**src/rtl/bitstream_loader_if.sv**
```systemverilog
`default_nettype none
// +--------------------------------------------------------------------------+
// | Interface : bitstream_loader_if                                          |
// | Purpose   : Bundles the command, host word stream, readback stream and   |
// |             both scan-chain pin groups of bitstream_loader.              |
// | Modports  : slave  - the loader (drives in_ready, readback, status and   |
// |                      scan outputs; samples commands, words, returns)     |
// |             master - host/fabric side, directions reversed               |
// | Revision  : 1.0 - initial release                                        |
// +--------------------------------------------------------------------------+
interface bitstream_loader_if #(
  parameter int DATA_WIDTH = 8,
  parameter int LEN_WIDTH  = 16
);
  logic                  start;
  logic                  chain_sel;
  logic [LEN_WIDTH-1:0]  num_bits;
  logic [DATA_WIDTH-1:0] in_data;
  logic                  in_valid;
  logic                  in_ready;
  logic [DATA_WIDTH-1:0] out_data;
  logic                  out_valid;
  logic                  busy;
  logic                  done;
  logic                  scan_clk;
  logic                  clb_scan_data;
  logic                  clb_scan_en;
  logic                  clb_scan_ret;
  logic                  conn_scan_data;
  logic                  conn_scan_en;
  logic                  conn_scan_ret;

  modport master (
    output start, chain_sel, num_bits, in_data, in_valid,
    output clb_scan_ret, conn_scan_ret,
    input  in_ready, out_data, out_valid, busy, done, scan_clk,
    input  clb_scan_data, clb_scan_en, conn_scan_data, conn_scan_en
  );

  modport slave (
    input  start, chain_sel, num_bits, in_data, in_valid,
    input  clb_scan_ret, conn_scan_ret,
    output in_ready, out_data, out_valid, busy, done, scan_clk,
    output clb_scan_data, clb_scan_en, conn_scan_data, conn_scan_en
  );
endinterface
`default_nettype wire

```
**src/rtl/bitstream_loader.sv**
```systemverilog
`default_nettype none
// +--------------------------------------------------------------------------+
// | Module    : bitstream_loader                                             |
// | Purpose   : Serialises host configuration words LSB-first onto the CLB   |
// |             or connection scan chain with a clk/2 scan clock, while      |
// |             rebuilding readback words from the chain's return line.      |
// | Ports     : clk  - system clock                                          |
// |             rst  - asynchronous active-high reset                        |
// |             bus  - bitstream_loader_if.slave (command, word stream,      |
// |                    readback stream, status, scan pins)                   |
// | Revision  : 1.0 - initial release                                        |
// +--------------------------------------------------------------------------+
module bitstream_loader #(
  parameter int DATA_WIDTH = 8,
  parameter int LEN_WIDTH  = 16
) (
  input wire clk,
  input wire rst,
  bitstream_loader_if.slave bus
);

  localparam int c_POS_W = (DATA_WIDTH > 1) ? $clog2(DATA_WIDTH) : 1;

  typedef enum logic [2:0] {
    S_IDLE     = 3'd0,
    S_LOAD     = 3'd1,
    S_SHIFT_LO = 3'd2,
    S_SHIFT_HI = 3'd3,
    S_DONE     = 3'd4
  } state_t;

  state_t                r_state, w_state_next;
  logic                  r_sel, w_sel_next;
  logic [LEN_WIDTH-1:0]  r_len, w_len_next;
  logic [LEN_WIDTH-1:0]  r_idx, w_idx_next;
  logic [c_POS_W-1:0]    r_pos, w_pos_next;     // bit position within the current word
  logic [DATA_WIDTH-1:0] r_sr, w_sr_next;
  logic [DATA_WIDTH-1:0] r_rb, w_rb_next;
  logic [DATA_WIDTH-1:0] r_out_data, w_out_data_next;
  logic                  w_out_valid_next;
  logic                  r_out_valid;
  logic                  r_in_ready, r_busy, r_done, r_scan_clk;
  logic                  r_clb_data, r_clb_en, r_conn_data, r_conn_en;
  logic                  w_ret, w_word_last, w_bit_last, w_active, w_data_next;

  assign w_word_last = (r_pos == c_POS_W'(DATA_WIDTH - 1));
  assign w_bit_last  = (r_idx == r_len - LEN_WIDTH'(1));
  assign w_ret       = r_sel ? bus.conn_scan_ret : bus.clb_scan_ret;

  always_comb begin
    w_state_next     = r_state;
    w_sel_next       = r_sel;
    w_len_next       = r_len;
    w_idx_next       = r_idx;
    w_pos_next       = r_pos;
    w_sr_next        = r_sr;
    w_rb_next        = r_rb;
    w_out_data_next  = r_out_data;
    w_out_valid_next = 1'b0;
    case (r_state)
      S_IDLE: begin
        if (bus.start) begin
          w_sel_next   = bus.chain_sel;
          w_len_next   = bus.num_bits;
          w_idx_next   = '0;
          w_pos_next   = '0;
          w_state_next = (bus.num_bits == '0) ? S_DONE : S_LOAD;
        end
      end
      S_LOAD: begin
        // Start every word from zero so a partial final word reads back 0 above its last bit.
        w_rb_next = '0;
        if (bus.in_valid) begin
          w_sr_next    = bus.in_data;
          w_state_next = S_SHIFT_LO;
        end
      end
      S_SHIFT_LO: begin
        // Sampled just before scan_clk rises, so this is the old chain bit at r_idx.
        w_rb_next[r_pos] = w_ret;
        w_state_next     = S_SHIFT_HI;
        if (w_word_last || w_bit_last) begin
          w_out_valid_next = 1'b1;
          w_out_data_next  = w_rb_next;
        end
      end
      S_SHIFT_HI: begin
        w_sr_next  = r_sr >> 1;
        w_idx_next = r_idx + LEN_WIDTH'(1);
        w_pos_next = w_word_last ? '0 : r_pos + c_POS_W'(1);
        if (w_bit_last)       w_state_next = S_DONE;
        else if (w_word_last) w_state_next = S_LOAD;
        else                  w_state_next = S_SHIFT_LO;
      end
      S_DONE:  w_state_next = S_IDLE;
      default: w_state_next = S_IDLE;
    endcase

    // Outputs are registered from the next state so they line up with the state they describe.
    w_active    = (w_state_next == S_LOAD) || (w_state_next == S_SHIFT_LO) ||
                  (w_state_next == S_SHIFT_HI);
    w_data_next = ((w_state_next == S_SHIFT_LO) || (w_state_next == S_SHIFT_HI)) ?
                  w_sr_next[0] : 1'b0;
  end

  always_ff @(posedge clk or posedge rst) begin
    if (rst) begin
      r_state     <= S_IDLE;
      r_sel       <= 1'b0;
      r_len       <= '0;
      r_idx       <= '0;
      r_pos       <= '0;
      r_sr        <= '0;
      r_rb        <= '0;
      r_out_data  <= '0;
      r_out_valid <= 1'b0;
      r_in_ready  <= 1'b0;
      r_busy      <= 1'b0;
      r_done      <= 1'b0;
      r_scan_clk  <= 1'b0;
      r_clb_data  <= 1'b0;
      r_clb_en    <= 1'b0;
      r_conn_data <= 1'b0;
      r_conn_en   <= 1'b0;
    end else begin
      r_state     <= w_state_next;
      r_sel       <= w_sel_next;
      r_len       <= w_len_next;
      r_idx       <= w_idx_next;
      r_pos       <= w_pos_next;
      r_sr        <= w_sr_next;
      r_rb        <= w_rb_next;
      r_out_data  <= w_out_data_next;
      r_out_valid <= w_out_valid_next;
      r_in_ready  <= (w_state_next == S_LOAD);
      r_busy      <= w_active;
      r_done      <= (w_state_next == S_DONE);
      r_scan_clk  <= (w_state_next == S_SHIFT_HI);
      r_clb_en    <= w_active && !w_sel_next;
      r_conn_en   <= w_active && w_sel_next;
      r_clb_data  <= w_data_next && !w_sel_next;
      r_conn_data <= w_data_next && w_sel_next;
    end
  end

  assign bus.in_ready       = r_in_ready;
  assign bus.out_data       = r_out_data;
  assign bus.out_valid      = r_out_valid;
  assign bus.busy           = r_busy;
  assign bus.done           = r_done;
  assign bus.scan_clk       = r_scan_clk;
  assign bus.clb_scan_data  = r_clb_data;
  assign bus.clb_scan_en    = r_clb_en;
  assign bus.conn_scan_data = r_conn_data;
  assign bus.conn_scan_en   = r_conn_en;

endmodule
`default_nettype wire

```
**src/flat_wrapper.sv**
```systemverilog
// flat-port wrapper written by rule: the top's interface ports become plain ports
module bitstream_loader_flat 
#(
  parameter int DATA_WIDTH = 8,
  parameter int LEN_WIDTH  = 16
)
  (clk, rst, bus_start, bus_chain_sel, bus_num_bits, bus_in_data, bus_in_valid, bus_clb_scan_ret, bus_conn_scan_ret, bus_in_ready, bus_out_data, bus_out_valid, bus_busy, bus_done, bus_scan_clk, bus_clb_scan_data, bus_clb_scan_en, bus_conn_scan_data, bus_conn_scan_en);
  bitstream_loader_if #(.DATA_WIDTH(DATA_WIDTH), .LEN_WIDTH(LEN_WIDTH)) bus_i ();
  input wire clk;
  input wire rst;
  input wire logic [$bits(bus_i.start)-1:0] bus_start;
  input wire logic [$bits(bus_i.chain_sel)-1:0] bus_chain_sel;
  input wire logic [$bits(bus_i.num_bits)-1:0] bus_num_bits;
  input wire logic [$bits(bus_i.in_data)-1:0] bus_in_data;
  input wire logic [$bits(bus_i.in_valid)-1:0] bus_in_valid;
  input wire logic [$bits(bus_i.clb_scan_ret)-1:0] bus_clb_scan_ret;
  input wire logic [$bits(bus_i.conn_scan_ret)-1:0] bus_conn_scan_ret;
  output wire logic [$bits(bus_i.in_ready)-1:0] bus_in_ready;
  output wire logic [$bits(bus_i.out_data)-1:0] bus_out_data;
  output wire logic [$bits(bus_i.out_valid)-1:0] bus_out_valid;
  output wire logic [$bits(bus_i.busy)-1:0] bus_busy;
  output wire logic [$bits(bus_i.done)-1:0] bus_done;
  output wire logic [$bits(bus_i.scan_clk)-1:0] bus_scan_clk;
  output wire logic [$bits(bus_i.clb_scan_data)-1:0] bus_clb_scan_data;
  output wire logic [$bits(bus_i.clb_scan_en)-1:0] bus_clb_scan_en;
  output wire logic [$bits(bus_i.conn_scan_data)-1:0] bus_conn_scan_data;
  output wire logic [$bits(bus_i.conn_scan_en)-1:0] bus_conn_scan_en;
  assign bus_i.start = bus_start;
  assign bus_i.chain_sel = bus_chain_sel;
  assign bus_i.num_bits = bus_num_bits;
  assign bus_i.in_data = bus_in_data;
  assign bus_i.in_valid = bus_in_valid;
  assign bus_i.clb_scan_ret = bus_clb_scan_ret;
  assign bus_i.conn_scan_ret = bus_conn_scan_ret;
  assign bus_in_ready = bus_i.in_ready;
  assign bus_out_data = bus_i.out_data;
  assign bus_out_valid = bus_i.out_valid;
  assign bus_busy = bus_i.busy;
  assign bus_done = bus_i.done;
  assign bus_scan_clk = bus_i.scan_clk;
  assign bus_clb_scan_data = bus_i.clb_scan_data;
  assign bus_clb_scan_en = bus_i.clb_scan_en;
  assign bus_conn_scan_data = bus_i.conn_scan_data;
  assign bus_conn_scan_en = bus_i.conn_scan_en;
  bitstream_loader #(.DATA_WIDTH(DATA_WIDTH), .LEN_WIDTH(LEN_WIDTH)) u_core (.clk(clk), .rst(rst), .bus(bus_i));
endmodule
```
**config.mk**
```make
export PLATFORM = sky130hd
export DESIGN_NAME = bitstream_loader_flat
export DESIGN_NICKNAME = d
export VERILOG_FILES = /design/src/rtl/bitstream_loader_if.sv /design/src/rtl/bitstream_loader.sv /design/src/flat_wrapper.sv
export SDC_FILE = /design/constraint.sdc
export NUM_CORES = 1
export LEC_CHECK = 0
export ABC_AREA = 0
export ABC_CLOCK_PERIOD_IN_PS = 3600
export CORE_MARGIN = 2
export CORE_UTILIZATION = 45
export DETAILED_ROUTE_END_ITERATION = 7
export PLACE_DENSITY = 0.67
export REMOVE_ABC_BUFFERS = 1
export SYNTH_ARGS = -nofsm -noshare
export SYNTH_HDL_FRONTEND = slang
export SYNTH_SLANG_ARGS = --single-unit
export TNS_END_PERCENT = 30
```
**constraint.sdc**
```tcl
create_clock -name clk -period 3.6 [get_ports clk]
set_input_delay 0.54 -clock clk [delete_from_list [all_inputs] [get_ports clk]]
set_output_delay 0.54 -clock clk [all_outputs]
set_load 0.03 [all_outputs]
```
# After elaboration in Yosys (flattened, before gate mapping)

Cells that the tools add are included.

Flip-flop bits (word level): 72
Latch bits: 0
Memory bits (writable): 0
ROM bits: 0
Input bits: 31
Output and inout bits: 17
Word-level logic and storage cells: 76
Memories kept: 0

Add/subtract/negate cells: 3
Multiply operators: 0
Divide/modulo/power cells: 0
$lt $le $gt $ge: 2
Equality and inequality tests: 11
Shifts and indexed selects: 0
Muxes and demuxes: 23
Bitwise logic cells: 0
Reduce and logical (&&, ||, !) cells: 19

Operators with widths:

| operator                                                    | count |
|---|---|
| one-hot mux 16 bit (2 select lines)                         | 1 |
| one-hot mux 8 bit (2 select lines)                          | 2 |
| 2-to-1 mux 3 bit                                            | 6 |
| adder 16 x 1 -> 16 bit (second input constant)              | 1 |
| equality test 16 bit                                        | 1 |
| logical NOT 16 bit                                          | 1 |
| 2-to-1 mux 16 bit                                           | 1 |
| subtractor 16 x 1 -> 16 bit (second input constant)         | 1 |
| equality test 3 x 2 -> 1 bit (second input constant)        | 4 |
| one-hot mux 3 bit (4 select lines)                          | 1 |
| bitwise mux 8 bit                                           | 1 |
| 2-to-1 mux 8 bit                                            | 1 |
| AND reduction 2 bit                                         | 4 |
| 2-to-1 mux 1 bit                                            | 7 |
| equality test 3 x 1 -> 1 bit (second input constant)        | 2 |
| equality test 3 bit (second input constant)                 | 2 |
| one-hot mux 3 bit (2 select lines)                          | 1 |
| nonzero test 2 bit                                          | 3 |
| logical AND 1 bit                                           | 5 |
| logical OR 1 bit                                            | 4 |
| less-than comparator 3 x 4 -> 1 bit (second input constant) | 1 |
| inequality test 2 bit (second input constant)               | 2 |
| adder 3 x 1 -> 3 bit (second input constant)                | 1 |
| demux 1 bit (select 3 bit)                                  | 1 |
| 4 further kinds                                             | 4 |

# Longest topological paths before layout

Word-level depth: 8
Mapped depth: 10
Depth with buffers taken out: 9

# Worst setup path before layout

No wires, ideal clock.

Path kind: flip-flop to flip-flop
Start point: register u_core.r_len[0]
End point: register u_core.r_out_data[0] (netlist: u_core.bus.out_data[0])
Arrival time: 2.582 ns
Data required time: 3.475 ns
Setup slack: 0.893 ns
Stages on the path, launching flop included: 10
Path buffers: 1
Clock period less this slack: 2.707 ns
Cells stage by stage: dfrtp_1 inv_1 ha_1 clkbuf_1 nand4_1 or4_1 a311oi_1 nand4_1 o21ai_4 mux2_2

Word-level cells in the longest chain between the ends: 4

Ends and longest elaborated chain:

| element                              | RTL line                | source |
|---|---|---|
| start, declared                      | bitstream_loader.sv:34  | `logic [LEN_WIDTH-1:0] r_len, w_len_next;` |
| start signal, assigned               | bitstream_loader.sv:128 | `r_len <= w_len_next;` |
| subtractor 16 x 1 -> 16 bit          | bitstream_loader.sv:47  | `assign w_bit_last = (r_idx == r_len - LEN_WIDTH'(1));` |
| equality test 16 bit                 | bitstream_loader.sv:47  |  |
| logical OR 1 bit                     | bitstream_loader.sv:82  | `if (w_word_last \|\| w_bit_last) begin` |
| AND reduction 2 bit (no source line) | --                      |  |
| end signal, assigned                 | bitstream_loader.sv:133 | `r_out_data <= w_out_data_next;` |
| end, declared                        | bitstream_loader.sv:39  | `logic [DATA_WIDTH-1:0] r_out_data, w_out_data_next;` |

Every way passes these cells.
A chain may end at the register's enable or synchronous reset.

# Worst setup path after layout

Start point: register u_core.r_len[6]
End point: register u_core.r_out_data[7] (netlist: u_core.bus.out_data[7])

Same word-level chain as after synthesis.

==> reports/metrics.cfg <==
[run_status]
outcome=finished, final reports clean

[logic_synthesis]
synth_top_cell_area_share=0.474
synth-seq-cells=72
synth_most_common_cell=dfrtp_1
async_flop_share=1.00
synth-adder-area-share=0.0132
syn_inst=421
syn_area_um2=3800
ys_warn_count=0
yosysTopAreaCell=dfrtp_1
synth_area_per_cell_um2=9.02
synthMuxAreaShare=0.0372
synth_edf_count=0
synthTopCellsByCount=72 x dfrtp_1, 71 x nand2_1, 46 x o21ai_0
ys_types=48
synth_area_leaders=dfrtp_1 47%, nand2_1 7.0%, o21ai_0 6.1%
synthSimpleGateAreaFrac=0.211
synth_xor_area_frac=0.0484
synth_top_family_by_area=simple AND/OR/NAND/NOR gates
ys_seq_area_frac=0.474
synth-main-ff-cell=dfrtp_1
synth_compound_area_frac=0.183

[sta]
finalCritPeriodShare=0.846
layout_setup_ws_ps=555
setup_tns_ps=0
holdWs_ps=484
setup_viol=0
worstMarginPinSlew_ps=852
period_minus_slack_ps=3050
drv_slew=0
hold_violations=0
clock_skew_ps=9.44
max_slew_margin=0.416
fmax_ghz=0.328
rsz0062_at_grt=no

[floorplanning]
core_area_um2=8220
ios=48
initial_core_util=0.462
die_h_um=95.9
rows=33
die_w_um=95.9
die_area_um2=9190

[power_and_ir_drop]
p_comb_frac=0.445
p_int_mw=2.16
switching_share=0.425
p_leak_nw=1.92
seqPwrFrac=0.375
vdd_ir_drop_max_mv=0.282
p_clk_frac=0.180
powerDensity_nw_per_um2=815
power.net_switching_mw=1.59

[layout]
seqCellArea_um2=1800
fin_util=0.559
multi_input_area_um2=1870
antenna_cells=0
drive_gt1_frac=0.0847
final_nets=502
fill_cells=752
fin_area_um2=4600
area_growth_pct=21.0

[min_path]
hold_end=u_core.r_sr[4]
hold_class=reg -> reg
worstHoldPathCells=2
hold_start=u_core.r_sr[4]

[cts]
cts_max_level=3
numClockSinks=72
post_cts_buffers=0
root_buffer=clkbuf_8
hold_buffers=0
clock_latency_ps=350
cts_resized=0
cts_buffers=9
cts_tree=done
clk_pin_slew_ps=80
clock_path_buffers=2

[place]
dp_slack_ps=590
placed_area_um2=4390
hpwl_um=6310
io_buffers=47
gp_congestion=0.900

[flow_run]
cap_violations=0

[worst_setup_path]
cp_slowest_stage_delay_ps=570
critPathKind=reg -> reg
reg2reg_depth=7
worstPathCellList=nor3_1 > nand4_1 > or4_1 > a311oi_1 > nand4_1 > o21ai_4 > mux2_2
rrSetupSlack_ps=550
worst_setup_path_end_kind=register
reg2reg_to=u_core.bus.out_data[7]
cp_slowest_cell=nor3_1
crit_fanout=9
r2r_start=u_core.r_len[6]
crit_top_cell=nand4_1
arrival_ps=3280
start_kind=register
cp.required_ps=3830

[detailed_routing]
wl_per_cell_um=15.2
drtIter0Drc=150
routed_wl_um=8740
dr.pass1.iters=4
vias_per_cell=5.61
drcViolationCount=0
vias=3237
ant_nets=0

[global_routing]
grt_max_degree=42
antenna_found_initial=0
grt-ovfl-total=0
grt_pass1_wl_um=14600
grt_pass1_vias=3017
grt_use_total=0.205

-- power groups by stage --
stage | Clock [mW] | Sequential, mW | Combinational [mW]
6_report | 0.673 | 1.41 | 1.67
3_5_place_dp | 0 | 1.42 | 1.67
2_1_floorplan | 0 | 1.51 | 0.997
4_1_cts | 0.682 | 1.40 | 1.68
3_3_place_gp | 0 | 1.40 | 1.64
5_1_grt | 0.730 | 1.46 | 1.87
-- cell type report --
class | count | share of cell area
multi-input combinational | 316 | 0.408
sequential | 72 | 0.392
timing repair buffer | 56 | 0.117
clock inverter | 4 | 0.0112
tap | 105 | 0.0286
clock buffer | 12 | 0.0338
inverter | 12 | 0.00980
-- routing by layer --
layer | track usage | routed length (um) | up-vias
met2 | 0.325 | 4050 | 80
met4 | 0.0655 | 124 | 0
met3 | 0.0478 | 459 | 13
met5 | 0 | 0 | -
met1 | 0.280 | 4110 | 1533
li1 | - | - | 1611
-- worst max-delay path by stage --
stage                               start                endpoint  slack (ps)  cells past startpoint
final                     u_core.r_len[6]  u_core.bus.out_data[7]         550                      7
after CTS                 u_core.r_len[6]  u_core.bus.out_data[7]         540                      7
after detailed placement  u_core.r_len[6]  u_core.bus.out_data[7]         590                      7
after global routing      u_core.r_len[6]  u_core.bus.out_data[7]         290                      7
after floorplan           u_core.r_len[3]  u_core.bus.out_data[0]         900                      7
after global placement    u_core.r_len[6]  u_core.bus.out_data[2]         710                      7
-- placed cells by master (no fill, tap or decap), drive strengths merged, types with 5 or more instances in the layout --
cell / instances
xnor2: 11
clkbuf: 12
a21oi: 14
o31ai: 5
nor2: 28
buf: 9
nand4: 11
o21ai: 48
xor2: 10
nand3: 21
inv: 12
dfrtp: 72
o211ai: 5
nor4: 8
a22oi: 13
clkdlybuf4s50: 47
and3: 5
mux2: 9
nand2: 71
nor3: 9
-- worst max-delay path, delay by kind of cell (launching register included) --
family | cells | cell delay (ps)
compound gates | 2 | 590
flops | 1 | 440
mux | 1 | 380
simple gates | 4 | 1530
-- kinds of logic after synthesis --
family | after synthesis
xor+xnor | 21
simple gates | 169
fa+ha+maj | 4
mux | 13
compound gates | 109
flops | 72
buf+inv | 33
-- through the flow --
| step | power, mW | instances |
|---|---|---|
| after floorplan | 2.51 | 400 |
| after global placement | 3.05 | 561 |
| after detailed placement | 3.09 | 561 |
| after CTS | 3.76 | 577 |
| after global routing | 4.06 | 577 |
| final | 3.75 | 577 |
-- sequential cells by signal, summed over array words and instances, names as in the netlist --
name	count
u_core.r_idx	16
u_core.r_rb	8
u_core.bus.conn_scan_en	1
u_core.bus.done	1
u_core.bus.out_valid	1
u_core.bus.clb_scan_data	1
u_core.r_sel	1
u_core.bus.in_ready	1
u_core.bus.conn_scan_data	1
u_core.bus.clb_scan_en	1
u_core.bus.busy	1
u_core.bus.scan_clk	1
u_core.r_sr	8
u_core.bus.out_data	8
u_core.r_len	16
u_core.r_state	3
u_core.r_pos	3
No activity file was read; power rests on OpenSTA's default activity.
